`config.mk`:
```
export PLATFORM = sky130hd
export DESIGN_NAME = cursor_blink_writer_flat
export DESIGN_NICKNAME = d
export VERILOG_FILES = /design/src/rtl/cursor_blink_writer_if.sv /design/src/rtl/cursor_blink_writer.sv /design/src/flat_wrapper.sv
export SDC_FILE = /design/constraint.sdc
export NUM_CORES = 1
export LEC_CHECK = 0
export CORE_MARGIN = 2
export CORE_UTILIZATION = 40
export DETAILED_ROUTE_END_ITERATION = 8
export PLACE_DENSITY_LB_ADDON = 0.25
export SETUP_SLACK_MARGIN = 0.2
export SLEW_MARGIN = 20
export SYNTH_ARGS = -nofsm -noshare
export SYNTH_HDL_FRONTEND = slang
export SYNTH_SLANG_ARGS = --single-unit
export TNS_END_PERCENT = 30
```
`constraint.sdc`:
```
create_clock -name clk -period 3.4 [get_ports clk]
set_input_delay 0.51 -clock clk [delete_from_list [all_inputs] [get_ports clk]]
set_output_delay 0.51 -clock clk [all_outputs]
set_load 0.03 [all_outputs]
```
`src/rtl/cursor_blink_writer_if.sv`:
```
// Frame-buffer port used by the cursor blinker: one shared address, a read
// strobe with data returned one cycle later, and a single-cycle write strobe.
interface cursor_blink_writer_if #(
    parameter int ADDR_W  = 12,
    parameter int COLOR_W = 3
);
    // Handshake: mem_rd_en high in cycle N samples mem_addr; the slave presents
    // mem_rd_data in cycle N+1. mem_wr_en high commits mem_wr_data at mem_addr
    // on that clock edge. There is no backpressure; the slave is always ready.
    logic [ADDR_W-1:0]  mem_addr;
    logic               mem_rd_en;
    logic [COLOR_W-1:0] mem_rd_data;
    logic               mem_wr_en;
    logic [COLOR_W-1:0] mem_wr_data;

    modport master (
        output mem_addr,
        output mem_rd_en,
        output mem_wr_en,
        output mem_wr_data,
        input  mem_rd_data
    );

    modport slave (
        input  mem_addr,
        input  mem_rd_en,
        input  mem_wr_en,
        input  mem_wr_data,
        output mem_rd_data
    );
endinterface

```
`src/rtl/cursor_blink_writer.sv`:
```
// Blinks the paint cursor in the frame buffer: saves the pixel under the
// cursor, paints a contrast colour for one timer period, restores it, repeats.
module cursor_blink_writer #(
    parameter int                 X_W     = 6,
    parameter int                 Y_W     = 6,
    parameter int                 COLOR_W = 3,
    parameter logic [COLOR_W-1:0] WHITE   = 3'b111,
    parameter logic [COLOR_W-1:0] BLACK   = 3'b000
) (
    input  logic                   clk,
    input  logic                   rst,
    input  logic                   enable,
    input  logic [X_W-1:0]         cursor_x,
    input  logic [Y_W-1:0]         cursor_y,
    input  logic                   move,
    input  logic                   timer_done,
    output logic                   timer_init,
    output logic                   timer_rst,
    output logic                   blink_on,
    output logic                   busy,
    output logic [2:0]             dbg_state,
    cursor_blink_writer_if.master  mem
);

    typedef enum logic [2:0] {
        IDLE     = 3'd0,
        RD_REQ   = 3'd1,
        RD_WAIT  = 3'd2,
        WR_ON    = 3'd3,
        WAIT_ON  = 3'd4,
        RESTORE  = 3'd5,
        WAIT_OFF = 3'd6
    } state_t;

    state_t               state_q, state_d;
    logic [X_W+Y_W-1:0]   addr_q, addr_d;
    logic [COLOR_W-1:0]   saved_q, saved_d;
    logic                 pend_q, pend_d;

    always_ff @(posedge clk) begin
        if (rst) begin
            state_q <= IDLE;
            addr_q  <= '0;
            saved_q <= '0;
            pend_q  <= 1'b0;
        end else begin
            state_q <= state_d;
            addr_q  <= addr_d;
            saved_q <= saved_d;
            pend_q  <= pend_d;
        end
    end

    // A move that lands while the cursor colour is being set up (or shown) is
    // remembered; the position itself is re-read from cursor_x/y at restore.
    always_comb begin
        state_d = state_q;
        addr_d  = addr_q;
        saved_d = saved_q;
        pend_d  = pend_q;
        unique case (state_q)
            IDLE: begin
                if (enable) begin
                    state_d = RD_REQ;
                    addr_d  = {cursor_y, cursor_x};
                    pend_d  = 1'b0;
                end
            end
            RD_REQ: begin
                if (move) pend_d = 1'b1;
                state_d = RD_WAIT;
            end
            RD_WAIT: begin
                if (move) pend_d = 1'b1;
                saved_d = mem.mem_rd_data;
                state_d = WR_ON;
            end
            WR_ON: begin
                if (move) pend_d = 1'b1;
                state_d = WAIT_ON;
            end
            WAIT_ON: begin
                if (move) pend_d = 1'b1;
                if (move || !enable || pend_q || timer_done) state_d = RESTORE;
            end
            RESTORE: begin
                if (!enable) begin
                    state_d = IDLE;
                end else if (pend_q || move) begin
                    state_d = RD_REQ;
                    addr_d  = {cursor_y, cursor_x};
                    pend_d  = 1'b0;
                end else begin
                    state_d = WAIT_OFF;
                end
            end
            WAIT_OFF: begin
                if (!enable) begin
                    state_d = IDLE;
                end else if (move || timer_done) begin
                    state_d = RD_REQ;
                    addr_d  = {cursor_y, cursor_x};
                    pend_d  = 1'b0;
                end
            end
            default: state_d = IDLE;
        endcase
    end

    always_comb begin
        timer_init      = 1'b0;
        timer_rst       = 1'b0;
        blink_on        = 1'b0;
        busy            = (state_q != IDLE);
        mem.mem_rd_en   = 1'b0;
        mem.mem_wr_en   = 1'b0;
        mem.mem_wr_data = '0;
        unique case (state_q)
            IDLE:    timer_rst = 1'b1;
            RD_REQ:  mem.mem_rd_en = 1'b1;
            RD_WAIT: ;
            WR_ON: begin
                mem.mem_wr_en   = 1'b1;
                mem.mem_wr_data = (saved_q == WHITE) ? BLACK : WHITE;
                timer_rst       = 1'b1;
            end
            WAIT_ON: begin
                blink_on   = 1'b1;
                timer_init = 1'b1;
            end
            RESTORE: begin
                mem.mem_wr_en   = 1'b1;
                mem.mem_wr_data = saved_q;
                timer_rst       = 1'b1;
                blink_on        = 1'b1;
            end
            WAIT_OFF: timer_init = 1'b1;
            default: ;
        endcase
    end

    assign mem.mem_addr = addr_q;
    assign dbg_state    = state_q;

endmodule

```
`src/flat_wrapper.sv`:
```
// flat-port wrapper written by rule: the top's interface ports become plain ports
module cursor_blink_writer_flat 
#(
    parameter int                 X_W     = 6,
    parameter int                 Y_W     = 6,
    parameter int                 COLOR_W = 3,
    parameter logic [COLOR_W-1:0] WHITE   = 3'b111,
    parameter logic [COLOR_W-1:0] BLACK   = 3'b000
)
  (clk, rst, enable, cursor_x, cursor_y, move, timer_done, timer_init, timer_rst, blink_on, busy, dbg_state, mem_mem_addr, mem_mem_rd_en, mem_mem_wr_en, mem_mem_wr_data, mem_mem_rd_data);
  cursor_blink_writer_if #(.ADDR_W((12)), .COLOR_W(COLOR_W)) mem_i ();
  input  logic clk;
  input  logic rst;
  input  logic enable;
  input  logic [X_W-1:0] cursor_x;
  input  logic [Y_W-1:0] cursor_y;
  input  logic move;
  input  logic timer_done;
  output logic timer_init;
  output logic timer_rst;
  output logic blink_on;
  output logic busy;
  output logic [2:0] dbg_state;
  output wire logic [$bits(mem_i.mem_addr)-1:0] mem_mem_addr;
  output wire logic [$bits(mem_i.mem_rd_en)-1:0] mem_mem_rd_en;
  output wire logic [$bits(mem_i.mem_wr_en)-1:0] mem_mem_wr_en;
  output wire logic [$bits(mem_i.mem_wr_data)-1:0] mem_mem_wr_data;
  input wire logic [$bits(mem_i.mem_rd_data)-1:0] mem_mem_rd_data;
  assign mem_mem_addr = mem_i.mem_addr;
  assign mem_mem_rd_en = mem_i.mem_rd_en;
  assign mem_mem_wr_en = mem_i.mem_wr_en;
  assign mem_mem_wr_data = mem_i.mem_wr_data;
  assign mem_i.mem_rd_data = mem_mem_rd_data;
  cursor_blink_writer #(.X_W(X_W), .Y_W(Y_W), .COLOR_W(COLOR_W), .WHITE(WHITE), .BLACK(BLACK)) u_core (.clk(clk), .rst(rst), .enable(enable), .cursor_x(cursor_x), .cursor_y(cursor_y), .move(move), .timer_done(timer_done), .timer_init(timer_init), .timer_rst(timer_rst), .blink_on(blink_on), .busy(busy), .dbg_state(dbg_state), .mem(mem_i));
endmodule
```
==> impl_metrics.ini <==
[yosys]
ys_seq_area_share_pct = 33.6
avgSynthCellArea_sq_um = 8.99
ys_warn_count = 0
ys_ff_latch = 19
syn_area_sq_um = 1130
synth_fp_nets = 146
postSynthCellCount = 126
synthDistinctLibCells = 36

[place]
placed_cells = 190
dpl.hpwl_mm = 1.80
place_ws_ns = 0.913
io_buffers = 43
gp_congestion = 0.702

[timing]
setup_ws_ns = 0.622
relSlewSlack_pct = 45.9
final.setup.tns_ns = 0
finalHoldViolations = 0
setup_viol = 0
fin_crit_sh_pct = 81.7
holdWs_ns = 0.482
grt_setup_unrepaired = no
finClkSkew_ns = 0.00352
fin_crit_ns = 2.78
fmax_ghz = 0.360
slew_violations = 0
worst_slew_pin_slew_ns = 0.809

[die]
rows = 19
die_w_um = 57.2
die-area_sq_um = 3270
num_io_pins = 44
die_h_um = 57.2
start_util_pct = 41.4
core_area_sq_um = 2730

[cells_and_area]
layout_common_cells = 43 x clkdlybuf4s50_1, 19 x dfxtp_1, 13 x nand2b_1
drive_above_1_share_pct = 14.1
area_delta_synth_final_pct = 38.1
final_common_cell = clkdlybuf4s50_1
layout.cells.non_filler = 194
fin_nets = 184
diodes = 0

[global_routing]
grt_pass1_wl_mm = 4.28
antenna_found_initial = 0
grt-ovfl-total = 0
grt_use_total_pct = 16.2
grt_max_degree = 32
first_global_vias = 923

[cts]
ctsHoldBuffers = 0
cts_tree = done
htree_levels = 1
clk_path_buf_depth = 2
clockRootBuffer = clkbuf_4
ctsResizeCount = 0
post_cts_buffers = 0
cts_sinks = 19
clkTransAtPathRegs_ns = 0.11
cts_buffers = 3
clk_latency_ns = 0.29

[flow_run]
cap_viol_max_count = 0

[pwr]
p_total_uw = 741
p_leak_nw = 0.536
power.density_nw_per_um2 = 474
vdd_drop_max_uv = 322

[drt]
drcViolationCount = 0
drt_iter0_markers = 34
wl_mm = 2.56
vias = 1047
ant_nets = 0
wl_met3_um = 163
post_drt_wl_per_cell_um = 13.2
top_layer = met4
wirelength_met1_mm = 1.19
dr_wl_met2_mm = 1.18
drt_first_pass_iters = 5
post_drt_via_cell_ratio = 5.40

[setup_path]
crit_path_start = u_core.dbg_state[2]$_SDFFE_PP0P_
ff2ff_setup_slack_ns = 1.14
critPathKind = register to output port
worstReg2RegStart = u_core.dbg_state[0]$_SDFFE_PP0P_
timing.rr.end = u_core.mem.mem_addr[11]$_SDFFE_PP0P_
rr_worst_depth = 4
crit_end = mem_mem_wr_data[1]
start_kind = register
cp.required_ns = 2.89
arrival_ns = 2.27
worstSetupEndpointType = output port
crit_fanout = 18

[worst_hold_path]
min_path_type = register to register

[status]
status = completed
==> layout make-up <==
| cell class | count | area [sq um] |
|---|---|---|
| fill | 246 | 1170 |
| multi-input combinational | 93 | 673 |
| timing repair buffer | 43 | 430 |
| sequential | 19 | 380 |
| tap | 31 | 38.8 |
| clock buffer | 4 | 26.3 |
| inverter | 4 | 15.0 |
==> synthesized netlist by cell type (all sizes together) <==
cell    number  area share, %
dfxtp       19             34
o21ai       16             10
nand2b      13            7.2
nand4b      12            9.3
a21oi        8            3.5
nor2         8            2.7
buf          6            4.3
nand2        6            2.0
clkbuf       4            1.3
inv          4            1.3
mux2i        4            3.5
a21boi       3            2.0
nor2b        3            2.3
o211ai       3            2.4
a31oi        2            1.1
and2         2            1.3
and2b        2            1.4
or3b         2            1.5
a221oi       1            2.3
and3b        1            1.1
nand3        1           0.44
nand3b       1           0.66
nor3b        1           0.66
nor4         1            1.1
nor4b        1           0.77
o21bai       1           0.66
or3          1           0.99
==> worst max-delay path: stages (launching register included) <==
cell and delay (ns):
dfxtp_1 0.68, nor2b_4 0.33, nand2_1 0.08, a21boi_0 0.19, clkdlybuf4s50_1 0.70
==> routing by layer <==
metal,vias to the layer above,track usage [%]
met5,-,0
met4,0,5.98
met3,2,2.95
met2,30,25.0
met1,488,22.7
li1,527,-
==> flip-flops by register name, summed over array words and instances, names as in the netlist <==
| signal | flops |
|---|---|
| u_core.saved_q | 3 |
| u_core.mem.mem_addr | 12 |
| u_core.dbg_state | 3 |
| u_core.pend_q | 1 |
==> report_power, final <==
group | switching, mW | internal (mW) | leakage (nW)
registers | 0.0388 | 0.254 | 0.156
clock network | 0.0688 | 0.0456 | 0.0150
logic | 0.186 | 0.148 | 0.364
total | 0.293 | 0.448 | 0.536
==> per-stage QoR <==
stage / util [%] / area [sq um]
after floorplan: - / 1130
after global routing: 57.2 / 1560
after global placement: 56.2 / 1540
after CTS: 57.2 / 1560
after detailed placement: 56.2 / 1540
final: 57.2 / 1560
==> logic make-up after synthesis <==
logic type	synth area share (%)
AND/OR/NAND/NOR	33.5
buffers and inverters	6.96
AO/OA/AOI/OAI	22.4
flip-flops	33.6
multiplexers	3.54
==> worst min path at each step <==
stage | depth (start not counted) | to | slack, ns | start
floorplan | 2 | u_core.saved_q[2]$_SDFFE_PP0P_ | 0.48 | u_core.saved_q[2]$_SDFFE_PP0P_
global placement | 2 | u_core.mem.mem_addr[2]$_SDFFE_PP0P_ | 0.46 | u_core.mem.mem_addr[2]$_SDFFE_PP0P_
detailed placement | 2 | u_core.mem.mem_addr[10]$_SDFFE_PP0P_ | 0.47 | u_core.mem.mem_addr[10]$_SDFFE_PP0P_
CTS | 2 | u_core.mem.mem_addr[10]$_SDFFE_PP0P_ | 0.49 | u_core.mem.mem_addr[10]$_SDFFE_PP0P_
global route | 2 | u_core.mem.mem_addr[5]$_SDFFE_PP0P_ | 0.51 | u_core.mem.mem_addr[5]$_SDFFE_PP0P_
finish | 2 | u_core.mem.mem_addr[10]$_SDFFE_PP0P_ | 0.48 | u_core.mem.mem_addr[10]$_SDFFE_PP0P_
(Power assumes the default switching activity.)
